**src/rtl/fir4_chan_sched.sv**
```systemverilog
// Round-robin scheduler sharing one 4-tap unsigned summing FIR among NCH sample streams.
// Optional macro FIR_SCHED_FLUSH_EN adds flush/flush_chan ports to clear one channel's history.
module fir4_chan_sched #(
    parameter int W = 16,
    parameter int NCH = 4,
    localparam int CW = (NCH > 1) ? $clog2(NCH) : 1
) (
    input  logic              clk,
    input  logic              reset,
    input  logic [NCH-1:0]    in_valid,
    input  logic [NCH*W-1:0]  in_data,
    output logic [NCH-1:0]    in_ready,
    output logic              out_valid,
    input  logic              out_ready,
    output logic [W+1:0]      out_data,
    output logic [CW-1:0]     out_chan
`ifdef FIR_SCHED_FLUSH_EN
    ,
    input  logic              flush,
    input  logic [CW-1:0]     flush_chan
`endif
);

    typedef enum logic [1:0] {IDLE, ADD, HOLD} state_t;

    state_t          state_reg, state_next;
    logic [CW-1:0]   rr_reg;
    logic [CW-1:0]   chan_reg;
    logic [W-1:0]    sample_reg;
    logic [W+1:0]    out_data_reg;
    logic [CW-1:0]   out_chan_reg;
    logic            out_valid_reg;

    logic [W-1:0]    in_words [NCH];
    logic [W-1:0]    h0_all [NCH];
    logic [W-1:0]    h1_all [NCH];
    logic [W-1:0]    h2_all [NCH];

    logic            grant_found;
    logic [CW-1:0]   grant_idx;
    logic [W+1:0]    sum;

    // Per-channel history; only the channel in ADD shifts, a flush overrides the shift.
    for (genvar gi = 0; gi < NCH; gi++) begin : g_chan
        logic [W-1:0] h0_reg, h1_reg, h2_reg;
        logic         flush_hit;
        logic         shift_en;

`ifdef FIR_SCHED_FLUSH_EN
        assign flush_hit = flush && (flush_chan == CW'(gi));
`else
        assign flush_hit = 1'b0;
`endif
        assign shift_en = (state_reg == ADD) && (chan_reg == CW'(gi));

        always_ff @(posedge clk or posedge reset) begin
            if (reset) begin
                h0_reg <= '0;
                h1_reg <= '0;
                h2_reg <= '0;
            end else if (flush_hit) begin
                h0_reg <= '0;
                h1_reg <= '0;
                h2_reg <= '0;
            end else if (shift_en) begin
                h2_reg <= h1_reg;
                h1_reg <= h0_reg;
                h0_reg <= sample_reg;
            end
        end

        assign in_words[gi] = in_data[gi*W +: W];
        assign h0_all[gi]   = h0_reg;
        assign h1_all[gi]   = h1_reg;
        assign h2_all[gi]   = h2_reg;
    end

    // Search starts just after the last winner and wraps.
    always_comb begin
        logic [CW-1:0] cand;
        grant_found = 1'b0;
        grant_idx   = '0;
        cand        = '0;
        for (int i = 1; i <= NCH; i++) begin
            cand = CW'((int'(rr_reg) + i) % NCH);
            if (!grant_found && in_valid[cand]) begin
                grant_found = 1'b1;
                grant_idx   = cand;
            end
        end
    end

    always_comb begin
        in_ready = '0;
        if (state_reg == IDLE && grant_found) begin
            in_ready[grant_idx] = 1'b1;
        end
    end

    assign sum = {2'b00, sample_reg} + {2'b00, h0_all[chan_reg]}
               + {2'b00, h1_all[chan_reg]} + {2'b00, h2_all[chan_reg]};

    always_ff @(posedge clk or posedge reset) begin
        if (reset) begin
            state_reg <= IDLE;
        end else begin
            state_reg <= state_next;
        end
    end

    always_comb begin
        state_next = state_reg;
        case (state_reg)
            IDLE:    if (grant_found) state_next = ADD;
            ADD:     state_next = HOLD;
            HOLD:    if (out_ready) state_next = IDLE;
            default: state_next = IDLE;
        endcase
    end

    always_ff @(posedge clk or posedge reset) begin
        if (reset) begin
            rr_reg        <= CW'(NCH - 1);
            chan_reg      <= '0;
            sample_reg    <= '0;
            out_data_reg  <= '0;
            out_chan_reg  <= '0;
            out_valid_reg <= 1'b0;
        end else begin
            case (state_reg)
                IDLE: begin
                    if (grant_found) begin
                        sample_reg <= in_words[grant_idx];
                        chan_reg   <= grant_idx;
                        rr_reg     <= grant_idx;
                    end
                end
                ADD: begin
                    out_data_reg  <= sum;
                    out_chan_reg  <= chan_reg;
                    out_valid_reg <= 1'b1;
                end
                HOLD: begin
                    if (out_ready) out_valid_reg <= 1'b0;
                end
                default: ;
            endcase
        end
    end

    assign out_valid = out_valid_reg;
    assign out_data  = out_data_reg;
    assign out_chan  = out_chan_reg;

endmodule
```
**config.mk**
```make
export PLATFORM = sky130hd
export DESIGN_NAME = fir4_chan_sched
export DESIGN_NICKNAME = d
export VERILOG_FILES = /design/src/rtl/fir4_chan_sched.sv
export SDC_FILE = /design/constraint.sdc
export NUM_CORES = 1
export LEC_CHECK = 0
export BUFFER_PORTS_ARGS = -buffer_cell sky130_fd_sc_hd__buf_2
export CORE_ASPECT_RATIO = 2
export CORE_MARGIN = 8
export CORE_UTILIZATION = 41
export CTS_CLUSTER_SIZE = 14
export DETAILED_ROUTE_END_ITERATION = 7
export PLACE_DENSITY_LB_ADDON = 0.25
export SLEW_MARGIN = 5
export SYNTH_ARGS = -nofsm -noshare
export SYNTH_HDL_FRONTEND = slang
export SYNTH_SLANG_ARGS = --single-unit
```
**constraint.sdc**
```tcl
create_clock -name clk -period 9.48 [get_ports clk]
set_input_delay 1.422 -clock clk [delete_from_list [all_inputs] [get_ports clk]]
set_output_delay 1.422 -clock clk [all_outputs]
set_load 0.005 [all_outputs]
```
=== After elaboration in Yosys (flattened, before gate mapping) ===
Cells that the tools add are included.

* Add/subtract/negate cells: 7
* Magnitude comparators: 8
* Equality and inequality tests: 7
* Muxes and demuxes: 36
* Bitwise operators: 2
* Reduce and logical (&&, ||, !) cells: 18

{| class="wikitable"
|+ Operator list
! operator !! number
|-
| 16-bit binary-select mux with 2-bit select || 4
|-
| 16-bit two-way mux || 8
|-
| 17-bit by 16-bit adder with 18-bit output || 1
|-
| 18-bit by 16-bit adder with 18-bit output || 1
|-
| 16-bit by 16-bit adder with 17-bit output || 1
|-
| 2-bit by 3-bit < comparator with 1-bit output (second input constant) || 5
|-
| 2-bit two-way mux || 6
|-
| 1-bit two-way mux || 10
|-
| 1-bit logical AND || 9
|-
| 1-bit binary-select mux with 2-bit select || 4
|-
| 2-bit equality test (second input constant) || 3
|-
| 3-bit greater-or-equal comparator (second input constant) || 2
|-
| 2-bit NOT with 3-bit output || 2
|-
| 2-bit one-hot mux with 3 select lines || 1
|-
| 2-bit AND reduction || 3
|-
| 2-bit by 1-bit adder with 2-bit output (second input constant) || 2
|-
| 2-bit adder (second input constant) || 2
|-
| 2-bit by 1-bit equality test with 1-bit output (second input constant) || 2
|-
| 2-bit zero test || 2
|-
| 4-bit two-way mux || 1
|-
| 2-bit != test (second input constant) || 2
|-
| 1-bit zero test || 3
|-
| 1-bit demux with 2-bit select || 1
|-
| 2-bit by 1-bit greater-or-equal comparator with 1-bit output (second input constant) || 1
|-
| other kinds (2) || 2
|}

* Flip-flop bits (word level): 235
* Output and inout bits: 25

=== Longest topological paths before layout ===
Gate-level depths: netlist of the first run.

* Word-level depth: 18
* Depth in mapped cells: 15

=== Worst setup path after synthesis of the first run ===
OpenSTA, ideal clock, no wires.

* Kind: register to register
* Start point: register chan_reg[0]
* End point: register out_data_reg[14] (netlist: out_data[14])
* Setup time: 0.126 ns
* Data arrival time: 4.064 ns
* Path slack: 5.290 ns
* Cell stages (with the launch flop): 14
* Buffers on the path: 2
* Cell sequence: dfrtp_1 > buf_2 > buf_1 > mux4_2 > inv_1 > fa_1 > fa_1 > inv_1 > ha_1 > o211ai_1 > o2111ai_1 > a21boi_1 > a32o_1 > a311o_1

* Word-level cells in the longest chain between the ends: 7
* Elaborated cells between the ends (all ways): 13
* Classes of those cells: add/sub: 3; mux: 9; bitwise: 1

{| class="wikitable"
|+ RTL lines
! what !! line !! source
|-
| from (decl) || 28 || <nowiki>logic [CW-1:0] chan_reg;</nowiki>
|-
| from (signal assigned) || 134 || <nowiki>chan_reg <= grant_idx;</nowiki>
|-
| 2-bit NOT with 3-bit output (not written as such) * || 100, 101 ||
|-
| 16-bit binary-select mux with 2-bit select || 100 || <nowiki>assign sum = {2'b00, sample_reg} + {2'b00, h0_all[chan_reg]}</nowiki>
|-
| 16-bit two-way mux (not written as such) (2 in a row) || 100 ||
|-
| 16-bit by 16-bit adder with 17-bit output || 100 ||
|-
| 17-bit by 16-bit adder with 18-bit output || 101 || <nowiki>+ {2'b00, h1_all[chan_reg]} + {2'b00, h2_all[chan_reg]};</nowiki>
|-
| 18-bit by 16-bit adder with 18-bit output * || 101 ||
|-
| to (signal assigned) || 139 || <nowiki>out_data_reg <= sum;</nowiki>
|-
| to (decl) || 30 || <nowiki>logic [W+1:0] out_data_reg;</nowiki>
|}

Every way passes the cells marked *; elsewhere a longest branch is shown, timed or not. The select of a mux whose other input is x is not followed.
A chain may end at the register's enable or synchronous reset.

=== Worst setup path in the final report of the first run ===
Same ends and word-level chain as after synthesis.

==> impl_metrics.py, run 1 <==
metrics = {
    "logic_synthesis": {
        "yosys_warnings": 0,
        "synth_ff_type": "dfrtp_1",
        "postSynthAreaPerCell_um2": 12.7,
        "synthDistinctLibCells": 50,
        "synth_top_area_share_pct": 46.8,
        "async_flop_share_pct": 100,
        "ys_ff_latch": 235,
        "synth_area_um2": 12500,
        "synthTopCellsByArea": "dfrtp_1 (47%), mux2_2 (19%), mux4_2 (8.7%)",
        "synth_seq_area_share_pct": 47.2,
        "syn_inst": 981,
        "synth_edf_count": 0,
        "synth_area_leader_cell": "dfrtp_1",
        "synthesis.nets": 1101,
    },
    "cts": {
        "clock_sinks": 235,
        "cts-resized-gates": 0,
        "hold_buffers": 0,
        "cts_buffers": 22,
        "tritoncts": "yes",
        "clockBufferDepth": 3,
        "cts_max_level": 1,
        "clock_latency_ns": 0.51,
        "clk_pin_slew_worst_paths_ns": 0.07,
        "cts-root-buf": "clkbuf_16",
        "post_cts_buffers": 0,
    },
    "setup_path": {
        "r2r-end": "out_data[14]",
        "arrival_ns": 5.24,
        "r2r_setup_slack_ns": 4.63,
        "cp_max_fo": 32,
        "endpoint_kind": "register",
        "r2r-start": "chan_reg[0]",
        "path_class": "register to register",
        "start_kind": "register",
        "reg2regPathDepth": 12,
        "cp_data_required_time_ns": 9.87,
    },
    "global_route": {
        "antenna_found_initial": 0,
        "overflow": 0,
        "grt_use_total_pct": 15.2,
        "grt_pass1_vias": 8436,
        "grt_pass1_wl_mm": 45.0,
        "grt_start_max_net_pins": 99,
    },
    "sta": {
        "maxSlewViolCount": 0,
        "setup_viol": 0,
        "slew_headroom_pct": 17.0,
        "period_share_pct": 51.2,
        "finalHoldViolations": 0,
        "finClkSkew_ns": 0.0114,
        "worstMarginPinSlew_ns": 1.24,
        "rsz0062_at_grt": "false",
        "tns_ns": 0,
        "fin_crit_ns": 4.85,
        "fmax_ghz": 0.206,
    },
    "placed_design": {
        "place.gp.congestion": 0.756,
        "dpl_cell_area_um2": 13300,
        "io_buffers": 95,
        "post-dp-hpwl_mm": 19.1,
    },
    "worst_hold_path": {
        "hp-class": "register to register",
        "min_to": "out_data[12]",
        "min_path_cells": 2,
        "hp-start": "out_data[12]",
    },
    "die": {
        "rows": 90,
        "fp.dieArea_um2": 36500,
        "ios": 96,
        "core_area_um2": 30100,
        "start_util_pct": 41.4,
        "die_y_um": 262,
        "dieWidth_um": 139,
    },
    "routing": {
        "vias_per_cell": 5.40,
        "detail_route.wl_per_cell_um": 18.9,
        "vias": 7751,
        "ant_nets": 0,
        "dr.first_iter.drc_count": 374,
        "wl_mm": 27.1,
        "dr.pass1.iters": 6,
        "drc_errors": 0,
    },
    "outcome": {
        "status": "complete, no violations",
    },
    "run": {
        "max-cap-violations": 0,
    },
    "finish": {
        "final_area_um2": 14000,
        "drive_gt1_share_pct": 39.4,
        "area_delta_synth_final_pct": 12.1,
        "antenna_cells": 0,
        "fin_nets": 1173,
    },
}
area by class of cell:
| type | count | area [um^2] |
|---|---|---|
| clock buffer | 35 | 661 |
| clock inverter | 4 | 47.5 |
| fill | 2651 | 16100 |
| inverter | 102 | 390 |
| multi-input combinational | 584 | 5940 |
| sequential | 235 | 5890 |
| tap | 368 | 460 |
| timing repair buffer | 108 | 573 |
critical path: stages, from the launching register on:
cell       delay [ns]
dfrtp_4          0.72
buf_4            0.63
mux4_2           0.58
inv_1            0.09
fa_1             0.46
fa_1             0.54
inv_1            0.04
ha_1             0.34
o211ai_1         0.15
o2111ai_1        0.37
a21boi_1         0.19
a32o_1           0.26
a311o_1          0.35
how the worst max path moves through the flow:
stage	startpoint	end	slack, ns	cells past startpoint
floorplan	reset	chan_reg[0]	1.61	1
global placement	chan_reg[0]	out_data[14]	4.63	12
detailed placement	chan_reg[0]	out_data[14]	4.56	12
CTS	chan_reg[0]	out_data[14]	4.56	12
global route	chan_reg[0]	out_data[14]	4.35	12
finish	chan_reg[0]	out_data[14]	4.63	12
logic make-up after synthesis:
family | count (synthesis) | share of synthesized area [%]
multiplexers | 261 | 27.9
XOR/XNOR | 9 | 0.633
buffers and inverters | 162 | 5.39
AND/OR/NAND/NOR | 163 | 6.55
flip-flops | 235 | 47.2
AO/OA/AOI/OAI | 102 | 5.43
adder cells (fa/ha/maj) | 49 | 6.85
metal layers:
| layer | vias to the layer above | GRT usage, % | part of all wire, % | wire [um] |
|---|---|---|---|---|
| met3 | 43 | 1.82 | 3.0 | 801 |
| met1 | 3931 | 17.6 | 40 | 10800 |
| met4 | 0 | 5.82 | 2.8 | 765 |
| li1 | 3620 | - | - | - |
| met2 | 157 | 27.9 | 54 | 14800 |
| met5 | - | 0 | 0 | 0 |
metrics by stage:
stage	utilization [%]	setup slack (ns)	std cells	hold WS, ns
6_report	46.4	4.63	1436	0.477
5_1_grt	46.4	4.35	1436	0.507
4_1_cts	46.4	4.56	1436	0.483
3_5_place_dp	44.1	4.56	1397	0.467
3_3_place_gp	44.1	4.63	1397	0.463
2_1_floorplan	-	1.61	981	0.462
synth_stat cells (16+ instances only):
master	count
a21oi_1	20
a221o_1	16
buf_2	23
clkbuf_1	25
dfrtp_1	233
fa_1	32
ha_1	17
inv_1	102
mux2_2	209
mux4_2	48
nand2_1	55
nand3_1	24
nor3_1	37
o21ai_0	39
cell usage in the layout, fill, tap and decap left out, types with 3 or more instances in the layout:
cell and count:
nand3_1 23, nor2b_1 6, nor2_1 10, dfrtp_1 231, o2111ai_1 3, xor2_1 5, nand2_1 55, clkbuf_1 8
mux2i_1 4, fa_1 32, mux2_2 209, nand3_2 11, o21ai_0 39, buf_2 95, clkbuf_16 23, and3_1 4
inv_1 101, nor3_1 36, buf_4 13, o211ai_1 4, mux4_2 48, a21oi_1 20, ha_1 17, clkbuf_8 4
a221o_1 16, nand2b_1 5, xnor2_1 4, a31oi_1 4
Power of run 1 is not shown: default switching activity piles up to over one toggle a cycle in this logic, so the estimate is an artifact.
==> inputs of run 2 (changes only) <==
Clock period 9.48 ns to 4.6 ns, I/O delays scaled along.
==> run 2 against run 1 <==
  * Hold slack worse by 0.16 ns
  * Critical path type unchanged
  * Critical path depth up 1
  * Largest cell class unchanged
  * Global-route usage up 0.38 points
  * Critical endpoint unchanged
  * Highest routed layer unchanged
  * Non-clock buffer count increased by 16
  * Flip-flop and latch count unchanged
==> impl_metrics.py, run 2 (synthesis gave the netlist of run 1 again) <==
metrics = {
    "finish": {
        "fin_nets": 1188,
        "final_common_cell": "dfrtp_1",
        "final_cell_mix": "dfrtp_1 (231), mux2_2 (209), inv_1 (101)",
        "layout.cells.non_filler": 1446,
        "drive_gt1_share_pct": 40.2,
        "final_area_um2": 14100,
        "antenna_cells": 0,
        "area_delta_synth_final_pct": 12.9,
    },
    "sta": {
        "rsz0062_at_grt": "false",
        "maxSlewViolCount": 0,
        "setup_viol": 0,
        "finClkSkew_ns": 0.00951,
        "period_share_pct": 90.3,
        "tns_ns": 0,
        "fmax_ghz": 0.241,
        "finalHoldViolations": 0,
        "slew_headroom_pct": 45.4,
        "fin_crit_ns": 4.16,
        "worst_slack_ns": 0.444,
        "worstMarginPinSlew_ns": 0.818,
    },
    "setup_path": {
        "slowest_stage": "dfrtp_4",
        "cp_max_fo": 14,
        "arrival_ns": 4.55,
        "path_class": "register to register",
        "reg2regPathDepth": 13,
        "cp_data_required_time_ns": 5.00,
        "crit_chain": "buf_12 -> buf_4 -> mux4_2 -> inv_1 -> fa_1 -> fa_1 -> inv_1 -> ha_1 -> nand2_1 -> a21oi_1 -> a21boi_1 -> a32o_1 -> a311o_1",
        "startpoint": "chan_reg[0]",
        "endpoint": "out_data[14]",
        "endpoint_kind": "register",
        "start_kind": "register",
        "slowest_delay_ns": 0.59,
        "r2r-end": "out_data[14]",
        "r2r-start": "chan_reg[0]",
        "r2r_setup_slack_ns": 0.44,
    },
    "die": {
        "fp.dieArea_um2": 36500,
        "rows": 90,
        "die_y_um": 262,
        "dieWidth_um": 139,
        "start_util_pct": 41.4,
        "core_area_um2": 30100,
        "ios": 96,
    },
    "placed_design": {
        "post-dp-hpwl_mm": 20.7,
        "io_buffers": 95,
        "place_ws_ns": 0.385,
        "place.gp.congestion": 0.785,
        "dpl_cell_area_um2": 13400,
        "placed_cells": 1413,
    },
    "cts": {
        "post_cts_buffers": 0,
        "clk_pin_slew_worst_paths_ns": 0.07,
        "clockBufferDepth": 3,
        "cts-resized-gates": 0,
        "tritoncts": "yes",
        "hold_buffers": 0,
        "clock_latency_ns": 0.51,
        "clock_sinks": 235,
        "cts_max_level": 1,
        "cts_buffers": 21,
        "cts-root-buf": "clkbuf_16",
    },
    "global_route": {
        "grt_pass1_wl_mm": 46.1,
        "antenna_found_initial": 0,
        "grt_start_max_net_pins": 69,
        "overflow": 0,
        "grt_use_total_pct": 15.6,
        "grt_pass1_vias": 8696,
    },
    "routing": {
        "detail_route.wl_per_cell_um": 19.2,
        "drc_errors": 0,
        "ant_nets": 0,
        "dr.first_iter.drc_count": 231,
        "dr.pass1.iters": 4,
        "vias": 7756,
        "wl_mm": 27.7,
        "vias_per_cell": 5.36,
    },
    "worst_hold_path": {
        "hp-class": "input pin to async pin",
    },
    "run": {
        "max-cap-violations": 0,
    },
    "outcome": {
        "status": "complete, no violations",
    },
}
run 2: cell count changes in the layout (fill, tap and decap cells not counted), sizes merged:
cell | before | now
buf | 108 | 124
clkbuf | 35 | 31
clkinv | 2 | 0
run 2: final cells by class:
cell class | count | area [um^2]
Multi-Input combinational cell | 584 | 5940
Fill cell | 2713 | 16000
Sequential cell | 235 | 5890
Timing Repair Buffer | 124 | 743
Clock buffer | 31 | 603
Clock inverter | 2 | 38.8
Tap cell | 368 | 460
Inverter | 102 | 387
run 2: worst min path at each step:
stage | start | end | slack (ns) | cells after the start
floorplan | g_chan[3].h0_reg[0] | g_chan[3].h0_reg[0] | 0.46 | 2
global placement | out_data[10] | out_data[10] | 0.46 | 2
detailed placement | out_chan[1] | out_chan[1] | 0.46 | 2
CTS | reset | g_chan[0].h2_reg[6] | 0.33 | 2
global route | reset | g_chan[0].h2_reg[7] | 0.36 | 2
finish | reset | g_chan[0].h2_reg[7] | 0.32 | 2
run 2: worst max-delay path: cells and delay by family, from the launching register on:
kind                       cells  cell delay, ns
and+or+nand+nor                1            0.08
adders and majority gates      3            1.38
AOI/OAI and AO/OA              4            0.95
buffers and inverters          4            0.52
DFF                            1            0.59
muxes                          1            0.49
run 2: routing by layer:
layer,vias to the layer above,global-route usage (%),share of wire (%)
met1,3949,17.1,39
met4,0,5.04,2.4
met5,-,0,0
li1,3626,-,-
met3,35,1.60,2.4
met2,146,30.2,56
run 2: through the flow:
stage / hold WS (ns) / util [%]
finish: 0.319 / 46.7
global route: 0.360 / 46.7
CTS: 0.328 / 46.7
detailed placement: 0.464 / 44.6
global placement: 0.463 / 44.6
floorplan: 0.462 / -
Power of run 2 is left out for the same reason.
==> inputs of run 3 (changes only) <==
Settings changed: RECOVER_POWER set to 50.
==> run 3 against run 2 <==
  * The run now ends with capacitance limit, slew limit left
  * First-iteration DRC count increased by 1.3%
  * Clock-buffer cell count stayed put
  * Die area did not move
  * Worst setup slack worse by 0.050 ns
  * Global-route usage did not move
  * Critical path type unchanged
==> impl_metrics.py, run 3 (synthesis gave the netlist of run 1 again) <==
metrics = {
    "routing": {
        "dr.first_iter.drc_count": 234,
        "dr.pass1.iters": 4,
        "vias": 7752,
        "wl_mm": 27.7,
        "vias_per_cell": 5.36,
        "ant_nets": 0,
        "drc_errors": 0,
        "detail_route.wl_per_cell_um": 19.2,
    },
    "cts": {
        "clockBufferDepth": 3,
        "cts-resized-gates": 0,
        "cts-root-buf": "clkbuf_16",
        "cts_max_level": 1,
        "cts_buffers": 21,
        "hold_buffers": 0,
        "clk_pin_slew_worst_paths_ns": 0.06,
        "clock_sinks": 235,
        "post_cts_buffers": 0,
        "clock_latency_ns": 0.51,
        "tritoncts": "yes",
    },
    "placed_design": {
        "place.gp.congestion": 0.785,
        "post-dp-hpwl_mm": 20.7,
        "io_buffers": 95,
    },
    "worst_hold_path": {
        "min_path_cells": 2,
        "hp-class": "input pin to register",
        "min_to": "state_reg[1]",
        "hp-start": "out_ready",
    },
    "setup_path": {
        "endpoint_kind": "register",
        "reg2regPathDepth": 13,
        "r2r-end": "out_data[12]",
        "cp_data_required_time_ns": 4.92,
        "path_class": "register to register",
        "arrival_ns": 4.53,
        "r2r_setup_slack_ns": 0.39,
        "cp_max_fo": 12,
        "crit_chain": "buf_12 -> mux4_2 -> inv_1 -> fa_1 -> fa_1 -> inv_1 -> ha_1 -> a211oi_1 -> o2111ai_1 -> buf_4 -> a31oi_1 -> xor2_1 -> o21ai_0",
        "r2r-start": "chan_reg[0]",
        "start_kind": "register",
        "slowest_stage": "dfrtp_4",
        "slowest_delay_ns": 0.59,
    },
    "die": {
        "dieWidth_um": 139,
        "fp.dieArea_um2": 36500,
        "rows": 90,
        "ios": 96,
        "start_util_pct": 41.4,
        "core_area_um2": 30100,
        "die_y_um": 262,
    },
    "finish": {
        "drive_gt1_share_pct": 39.0,
        "final_common_cell": "dfrtp_1",
        "regArea_um2": 5890,
        "final_cell_mix": "dfrtp_1 (231), mux2_2 (209), inv_1 (101)",
        "multi_input_area_um2": 5940,
        "antenna_cells": 0,
        "fillers": 2720,
        "area_delta_synth_final_pct": 12.5,
        "fin_nets": 1188,
    },
    "global_route": {
        "overflow": 0,
        "grt_pass1_vias": 8696,
        "grt_start_max_net_pins": 69,
        "grt_pass1_wl_mm": 46.1,
        "antenna_found_initial": 0,
        "grt_use_total_pct": 15.6,
    },
    "run": {
        "max-cap-violations": 6,
    },
    "sta": {
        "finClkSkew_ns": 0.00949,
        "slew_headroom_pct": -54.4,
        "maxSlewViolCount": 254,
        "finalHoldViolations": 0,
        "rsz0062_at_grt": "false",
        "fmax_ghz": 0.238,
        "worstMarginPinSlew_ns": 2.32,
        "setup_viol": 0,
        "tns_ns": 0,
        "period_share_pct": 91.4,
        "fin_crit_ns": 4.21,
    },
    "outcome": {
        "status": "finished, violations left",
        "violations": "capacitance limit, slew limit",
    },
}
run 3: per-layer routing:
layer  global-route usage (%)  vias to the layer above  routed length (um)
met5                        0                        -                   0
li1                         -                     3628                   -
met1                     17.1                     3947               10900
met2                     30.2                      142               15600
met3                     1.60                       35                 627
met4                     5.04                        0                 656
run 3: how the worst max path moves through the flow:
stage | start | endpoint | cells after the start
6_report | chan_reg[0] | out_data[12] | 13
5_1_grt | chan_reg[0] | out_data[12] | 13
4_1_cts | chan_reg[0] | out_data[12] | 13
3_5_place_dp | chan_reg[0] | out_data[12] | 13
3_3_place_gp | chan_reg[0] | out_data[12] | 13
2_1_floorplan | chan_reg[0] | out_data[14] | 13
run 3: per-stage QoR:
step	instances	hold slack (ns)	area, um^2	util [%]	setup slack (ns)
after floorplan	981	0.462	12500	-	0.410
after global placement	1413	0.463	13400	44.6	0.438
after detailed placement	1413	0.464	13400	44.6	0.385
after CTS	1446	0.328	14100	46.7	0.369
after global routing	1446	0.391	14000	46.6	0.148
final	1446	0.403	14000	46.6	0.394
run 3: area by class of cell:
| cell class | count | area share (%) |
|---|---|---|
| clock buffer | 31 | 4.31 |
| clock inverter | 2 | 0.277 |
| inverter | 102 | 2.74 |
| multi-input combinational | 584 | 42.4 |
| sequential | 235 | 42.0 |
| tap | 368 | 3.29 |
| timing repair buffer | 124 | 4.98 |
run 3: critical path: cells and delay by family (launching register included):
kind | cells | cell delay (ns)
AOI/OAI and AO/OA | 4 | 0.84
buffers and inverters | 4 | 0.55
adders and majority gates | 3 | 1.34
DFF | 1 | 0.59
muxes | 1 | 0.49
xor gates and xnor gates | 1 | 0.19
Power of run 3 is left out for the same reason.
